`src/rtl/serial_sub_pkg.sv`:
```
// ============================================================================
// Module      : serial_sub_pkg
// Description : Shared state encodings and default width for serial_subtractor.
// Revision    : 1.0 - initial release
// ============================================================================
`default_nettype none

package serial_sub_pkg;

    localparam int DEFAULT_WIDTH = 8;

    // Encoding 2'd3 is unused and steers back to STATE_IDLE.
    typedef enum logic [1:0] {
        STATE_IDLE  = 2'd0,
        STATE_SHIFT = 2'd1,
        STATE_DONE  = 2'd2
    } state_t;

endpackage

`default_nettype wire

```
`src/rtl/full_subtractor_df.sv`:
```
// ============================================================================
// Module      : full_subtractor_df
// Description : Dataflow full-subtractor cell: diff = a - b - c, borrow-out.
// Revision    : 1.0 - initial release
// ============================================================================
`default_nettype none

module full_subtractor_df (
    input  logic a,
    input  logic b,
    input  logic c,
    output logic diff,
    output logic borr
);

    assign diff = a ^ b ^ c;
    assign borr = (~a & b) | (~a & c) | (b & c);

endmodule

`default_nettype wire

```
`src/rtl/serial_subtractor.sv`:
```
// ============================================================================
// Module      : serial_subtractor
// Description : Bit-serial a - b - bin, LSB first, one full-subtractor cell.
// Revision    : 1.0 - initial release
// ============================================================================
`default_nettype none

module serial_subtractor
    import serial_sub_pkg::*;
#(
    parameter int WIDTH = DEFAULT_WIDTH
) (
    input  logic             clk,
    input  logic             rst_n,
    input  logic             start,
    input  logic [WIDTH-1:0] a,
    input  logic [WIDTH-1:0] b,
    input  logic             bin,
    output logic             busy,
    output logic             done,
    output logic [WIDTH-1:0] diff,
    output logic             bout
);

    localparam int            CW     = $clog2(WIDTH);
    localparam logic [CW-1:0] C_LAST = CW'(WIDTH - 1);

    state_t           r_state;
    state_t           w_state_next;
    logic [WIDTH-1:0] r_sa;
    logic [WIDTH-1:0] r_sb;
    logic             r_brw;
    logic [CW-1:0]    r_cnt;
    logic [WIDTH-2:0] r_acc;
    logic [WIDTH-1:0] r_diff;
    logic             r_bout;
    logic             r_done;

    logic             w_d;
    logic             w_bo;
    logic [WIDTH-1:0] w_acc_next;
    logic             w_last;

    full_subtractor_df u_cell (
        .a    (r_sa[0]),
        .b    (r_sb[0]),
        .c    (r_brw),
        .diff (w_d),
        .borr (w_bo)
    );

    // r_acc keeps only the upper WIDTH-1 result bits; the new bit joins at the top.
    always_comb begin
        w_acc_next = {w_d, r_acc};
        w_last     = (r_cnt == C_LAST);
    end

    always_comb begin
        w_state_next = r_state;
        case (r_state)
            STATE_IDLE:  if (start) w_state_next = STATE_SHIFT;
            STATE_SHIFT: if (w_last) w_state_next = STATE_DONE;
            STATE_DONE:  w_state_next = STATE_IDLE;
            default:     w_state_next = STATE_IDLE;
        endcase
    end

    always_ff @(posedge clk or negedge rst_n) begin
        if (!rst_n) begin
            r_state <= STATE_IDLE;
            r_sa    <= '0;
            r_sb    <= '0;
            r_brw   <= 1'b0;
            r_cnt   <= '0;
            r_acc   <= '0;
            r_diff  <= '0;
            r_bout  <= 1'b0;
            r_done  <= 1'b0;
        end else begin
            r_state <= w_state_next;
            r_done  <= 1'b0;
            case (r_state)
                STATE_IDLE: begin
                    if (start) begin
                        r_sa  <= a;
                        r_sb  <= b;
                        r_brw <= bin;
                        r_cnt <= '0;
                    end
                end
                STATE_SHIFT: begin
                    r_acc <= w_acc_next[WIDTH-1:1];
                    r_sa  <= r_sa >> 1;
                    r_sb  <= r_sb >> 1;
                    r_brw <= w_bo;
                    r_cnt <= r_cnt + 1'b1;
                    if (w_last) begin
                        r_diff <= w_acc_next;
                        r_bout <= w_bo;
                        r_done <= 1'b1;
                    end
                end
                default: ;
            endcase
        end
    end

    assign busy = (r_state != STATE_IDLE);
    assign done = r_done;
    assign diff = r_diff;
    assign bout = r_bout;

endmodule

`default_nettype wire
```
`config.mk`:
```
export PLATFORM = sky130hd
export DESIGN_NAME = serial_subtractor
export DESIGN_NICKNAME = d
export VERILOG_FILES = /design/src/rtl/serial_sub_pkg.sv /design/src/rtl/full_subtractor_df.sv /design/src/rtl/serial_subtractor.sv
export SDC_FILE = /design/constraint.sdc
export NUM_CORES = 1
export LEC_CHECK = 0
export ABC_AREA = 1
export CORE_ASPECT_RATIO = 1.1
export CORE_MARGIN = 2
export CORE_UTILIZATION = 30
export CTS_CLUSTER_DIAMETER = 150
export DETAILED_ROUTE_END_ITERATION = 8
export PLACE_DENSITY = 0.57
export SLEW_MARGIN = 20
export SYNTH_ARGS = -nofsm -noshare
export SYNTH_HDL_FRONTEND = slang
export SYNTH_SLANG_ARGS = --single-unit
```
`constraint.sdc`:
```
create_clock -name clk -period 1.3 [get_ports clk]
set_input_delay 0.195 -clock clk [delete_from_list [all_inputs] [get_ports clk]]
set_output_delay 0.195 -clock clk [all_outputs]
set_load 0.1 [all_outputs]
```
==> results of run 1 <==
[cells in the final DEF (no fill, tap or decap), drive strengths merged]
cell type	instances
clkbuf	7
inv	42
o21ai	17
a21oi	2
dlygate4sd3	1
nor2	3
dfrtp	39
clkinv	1
clkinvlp	1
buf	25
fa	1
ha	2
nand3	17
clkdlybuf4s50	18
nand2	88
[critical path, cell delays in order (launching register included)]
cell,delay [ps]
dfrtp_2,430
nor2_4,140
clkinvlp_4,110
buf_12,170
[cells by family (layout without fill, tap and decap cells)]
| group | count (synthesis) | after routing | share of synthesized area (%) |
|---|---|---|---|
| compound gates | 19 | 19 | 6.821 |
| buf+inv | 51 | 95 | 12.89 |
| simple gates | 108 | 108 | 24.63 |
| flops | 39 | 39 | 53.21 |
| fa+ha+maj | 3 | 3 | 2.455 |
[where the power goes]
group          leakage (uW)  internal (uW)  switching (uW)  total (uW)
Combinational      0.000823           1420            2170        3590
Sequential         0.000486           1760             357        2120
Clock             0.0000470            416             389         805
Total               0.00136           3600            2910        6510
[stage by stage]
step	instance area [um^2]	TNS [ps]	setup WS, ps	utilization, %	hold WS [ps]
5_1_grt	2570	-74.88	-74.88	43.99	414.2
4_1_cts	2535	-31.80	-31.80	43.39	415.2
2_1_floorplan	1846	0	46.48	-	-100.6
3_5_place_dp	2412	0	29.84	41.29	180.3
6_report	2570	-26.44	-26.44	43.99	405.7
3_3_place_gp	2412	0	51.92	41.29	182.4
[worst paths after layout]
check	start	to	slack, ps	cells past startpoint
max	r_state[1]	busy	-30	3
min	rst_n	diff[3]	410	3
max reg2reg	r_state[1]	diff[6]	60	6
min reg2reg	r_sb[1]	r_sb[1]	480	2
max in group asynchronous	rst_n	r_state[0]	680	3
min in group clk	r_sb[1]	r_sb[1]	480	2
[final cells by class]
| cell class | instances | area [um^2] | area share [%] |
|---|---|---|---|
| sequential | 39 | 978.4 | 38.07 |
| multi-input combinational | 130 | 639.4 | 24.88 |
| timing repair buffer | 45 | 600.6 | 23.37 |
| inverter | 43 | 167.7 | 6.524 |
| tap | 77 | 96.34 | 3.749 |
| clock buffer | 6 | 82.58 | 3.213 |
| clock inverter | 1 | 5.005 | 0.1947 |
[registers in the layout, indices dropped and copies added, names as in the netlist]
| register | flops |
|---|---|
| done | 1 |
| bout | 1 |
| r_acc | 7 |
| r_state | 2 |
| r_cnt | 3 |
| r_sb | 8 |
| diff | 8 |
| r_sa | 8 |
| r_brw | 1 |
[per-layer routing]
metal / vias up / GRT usage, %
met2: 24 / 20.20
met3: 7 / 2.947
met4: 0 / 5.104
met1: 629 / 14.43
li1: 740 / -
met5: - / 0
[timing repair]
action / 4_1_cts / 5_1_grt
hold buffers: 1 / 0
setup endpoints to repair: 1 / 37
gates resized for setup: 2 / 3
buffers inserted: 3 / 0
hold endpoints to repair: 39 / 0
pin swaps: 1 / 1
gates cloned: 0 / 1
==> flow_summary.ini, run 1 <==
[global_routing]
antenna_found_initial = 0
grt_max_degree = 40
overflow = 0
grt_first_pass_wirelength_um = 6299
grt_pass1_vias = 1426
grt_use_total_pct = 11.93

[routing]
wl_met3_um = 124
route.detailed.drc = 0
drt_iter0_drc = 86
dr_total_vias = 1400
wl_met2_um = 1759
wl_met1_um = 1566
via_per_inst = 4.106
top_layer_used = met4
wl_um = 3507
firstDrtPassIters = 4
wl_per_cell_um = 10.28
final_antenna_net_count = 0

[power]
ir_worst_vdd_uv = 1210
cellLeakagePower_uw = 0.001357
total_power_uw = 6510
p_per_area_nw_per_um2 = 2533

[synthesis]
syn-instance-count = 220
synth_edf_count = 0
synth_top_area_cell = dfrtp_1
netlist.area_leader.share_pct = 53.21
yosys-top-cells-area = dfrtp_1 (53%), nand2_1 (17%), inv_1 (8.2%)
ys_top_cells_by_count = nand2_1 (85), inv_1 (40), dfrtp_1 (39), nand3_1 (17), o21ai_0 (9)
yosys_most_used_dff = dfrtp_1
synthArstFlopShare_pct = 100.0
yosysMostFrequentCell = nand2_1
synth_area_um2 = 1834
yosysWarnings = 0
synth.net_count = 243
synth.ff_latch_count = 39
syn_avg_cell_area_um2 = 8.338
yosys.cell_types.count = 19
ys_seq_area_share_pct = 53.21

[critical_path]
worst_ep_arrival_time_ps = 1130
setup.worst_path.end_class = primary output
critPathMaxFanout = 2
critPathLaunchType = flop
critPathKind = reg -> out
cp.required_ps = 1110

[layout]
syn2layout_area_growth_pct = 40.11
fin_cells = 341
fill_cells = 586
fin_nets = 287
diodes = 0
drive_above_1_share_pct = 20.45

[timing]
hold_violations = 0
max_freq_ghz = 0.7539
rsz0062_at_grt = true
fin_crit_ps = 1326
worst_slack_ps = -26.44
fin_skew_ps = 9.179
slew_headroom_pct = 85.49
period_share_pct = 102.0
slew_viol_final = 0
setup_viol = 1
worst_pin_slew_ps = 217.7

[clock_network]
clockBufferDepth = 2
clk-insertion-delay-late_ps = 280
cts_buffers = 5
htree_levels = 2
cts.sinks = 39
cts_tree = done
path_clk_slew_ps = 70
ctsRootBufferMaster = clkbuf_8

[place]
place_congestion = 0.7612
dp.cells = 329
portBuffers = 30
hpwl_um = 2458

[outcome]
status = finished, violations left
violations = negative setup slack

[die]
start_util_pct = 31.40
die_w_um = 78.56
die-area_um2 = 6757
die_h_um = 86.01
io_pins = 31
fp.coreArea_um2 = 5842
rows = 29

[worst_hold_path]
hp-class = in -> async

[run]
drv_cap = 0
No activity file was read; power rests on OpenSTA's default activity.
==> inputs of run 2 (changes only) <==
--- a/config.mk
+++ b/config.mk
@@ -11,6 +11,7 @@
 export CORE_UTILIZATION = 30
 export CTS_CLUSTER_DIAMETER = 150
 export DETAILED_ROUTE_END_ITERATION = 8
+export GPL_TIMING_DRIVEN = 0
 export PLACE_DENSITY = 0.57
 export SLEW_MARGIN = 20
 export SYNTH_ARGS = -nofsm -noshare
==> flow_summary.ini, run 2 (same netlist as run 1, synthesis figures left out) <==
[timing]
setup_viol = 1
max_freq_ghz = 0.7369
fin_crit_ps = 1357
slew_viol_final = 0
holdWs_ps = 330.9
worst_slack_ps = -57.11
slew_headroom_pct = 67.95
worst_pin_slew_ps = 484.1
hold_violations = 0
period_share_pct = 104.4
fin_skew_ps = 7.943
rsz0062_at_grt = true

[routing]
via_per_inst = 4.227
wl_per_cell_um = 10.46
drt_iter0_drc = 45
wl_um = 3639
final_antenna_net_count = 0
firstDrtPassIters = 4
route.detailed.drc = 0
dr_total_vias = 1471

[critical_path]
critPathMaxFanout = 3
critPathKind = reg -> out
critical-path-top-delay-family = flip-flops
worstReg2RegEnd = bout
crit_buf_inv = 2
critPathSlowestCell = dfrtp_1
setup.worst_path.end_class = primary output
r2r-start = r_state[0]
cp.depth = 3
critPathLaunchType = flop
ff2ff_setup_slack_ps = 80
worst_ep_arrival_time_ps = 1160
worst-r2r-cell-count = 7
cp.required_ps = 1110
path_cells = nor2_4 -> clkinvlp_4 -> buf_12
cpPeakStageDelay_ps = 430

[worst_hold_path]
hp-class = in -> async

[die]
start_util_pct = 31.40
rows = 29
fp.coreArea_um2 = 5842
die-area_um2 = 6757
die_w_um = 78.56
die_h_um = 86.01
io_pins = 31

[outcome]
status = finished, violations left
violations = negative setup slack

[power]
comb_power_share_pct = 52.6
p_per_area_nw_per_um2 = 2586
cellLeakagePower_uw = 0.001358
seqPwrFrac_pct = 31.3
ir_worst_vdd_uv = 981.1
switchingPower_uw = 2917
p_int_uw = 3557
swShare_pct = 45.06
p_clk_share_pct = 16.1

[layout]
mostFrequentLayoutCells = nand2_1 (85), inv_1 (39), dfrtp_1 (38)
drive_above_1_share_pct = 21.77
diodes = 0
final_util_pct = 42.86
fill_cells = 600
multi_input_area_um2 = 636.9
final_common_cell = nand2_1
syn2layout_area_growth_pct = 36.49
seq_area_um2 = 977.2
fin_nets = 293

[clock_network]
cts_buffers = 5
cts_tree = done
clk-insertion-delay-late_ps = 290
path_clk_slew_ps = 80
clockBufferDepth = 2
ctsRootBufferMaster = clkbuf_8
cts.sinks = 39
htree_levels = 2

[global_routing]
grt_max_degree = 28
grt_pass1_vias = 1438
grt_first_pass_wirelength_um = 6382
overflow = 0
antenna_found_initial = 0
grt_use_total_pct = 11.97

[place]
place_congestion = 0.7290
portBuffers = 30
hpwl_um = 2461

[run]
drv_cap = 0
[run 2: cell count changes in the layout (fill, tap and decap cells not counted), moves of 2 or more]
cell | previous run | this run
clkbuf_4 | 0 | 2
buf_12 | 16 | 5
buf_6 | 0 | 2
buf_8 | 0 | 2
buf_2 | 1 | 10
[run 2: layer usage]
layer | vias up | track usage, % | wire length [um]
met5 | - | 0 | 0
met4 | 0 | 5.423 | 72
met3 | 9 | 2.947 | 237
met2 | 50 | 19.74 | 1647
met1 | 659 | 14.78 | 1683
li1 | 753 | - | -
[run 2: layout make-up]
class	count	area share, %
tap	77	3.848
clock inverter	2	1.399
sequential	39	39.03
timing repair buffer	44	16.89
inverter	43	6.797
clock buffer	6	3.298
multi-input combinational	130	25.44
buffer	7	3.298
[run 2: worst register-to-register path, cell delays in order (launching register included)]
cell and delay (ps):
dfrtp_1 420, buf_4 160, inv_2 40, nor2_4 140, nand2_4 100, buf_12 140
nand2_1 60, o21ai_2 50
[run 2: repair_timing]
item | 4_1_cts | 5_1_grt
setup endpoints to repair | 21 | 22
pin swaps | 2 | 2
gates resized for setup | 65 | 6
hold buffers | 1 | 0
gates cloned | 0 | 1
setup buffers | 6 | 5
hold endpoints to repair | 12 | 0
[run 2: worst max-delay path by stage]
stage               slack, ps  startpoint       to
global route             -130  r_state[0]     busy
global placement         -990       rst_n  r_sa[3]
floorplan                  50  r_state[0]     busy
detailed placement       -650  r_state[0]     busy
finish                    -60  r_state[0]     busy
CTS                       -90  r_state[1]     busy
[run 2: power by group through the flow]
stage	Combinational, uW	Sequential (uW)	Clock [uW]
floorplan	1560	2910	0
global placement	3110	2030	0
detailed placement	3150	2050	0
CTS	3200	2030	1070
global route	3760	2090	1130
finish	3400	2030	1040
[run 2: per-stage QoR]
step	power, uW	cells	setup WS (ps)	setup TNS, ps	area (um^2)
floorplan	4464	220	46.48	0	1846
global placement	5149	327	-986.4	-44120	2242
detailed placement	5203	328	-654.6	-5960	2257
CTS	6302	343	-87.00	-87.00	2421
global route	6985	348	-126.4	-137.7	2504
finish	6474	348	-57.11	-57.11	2504
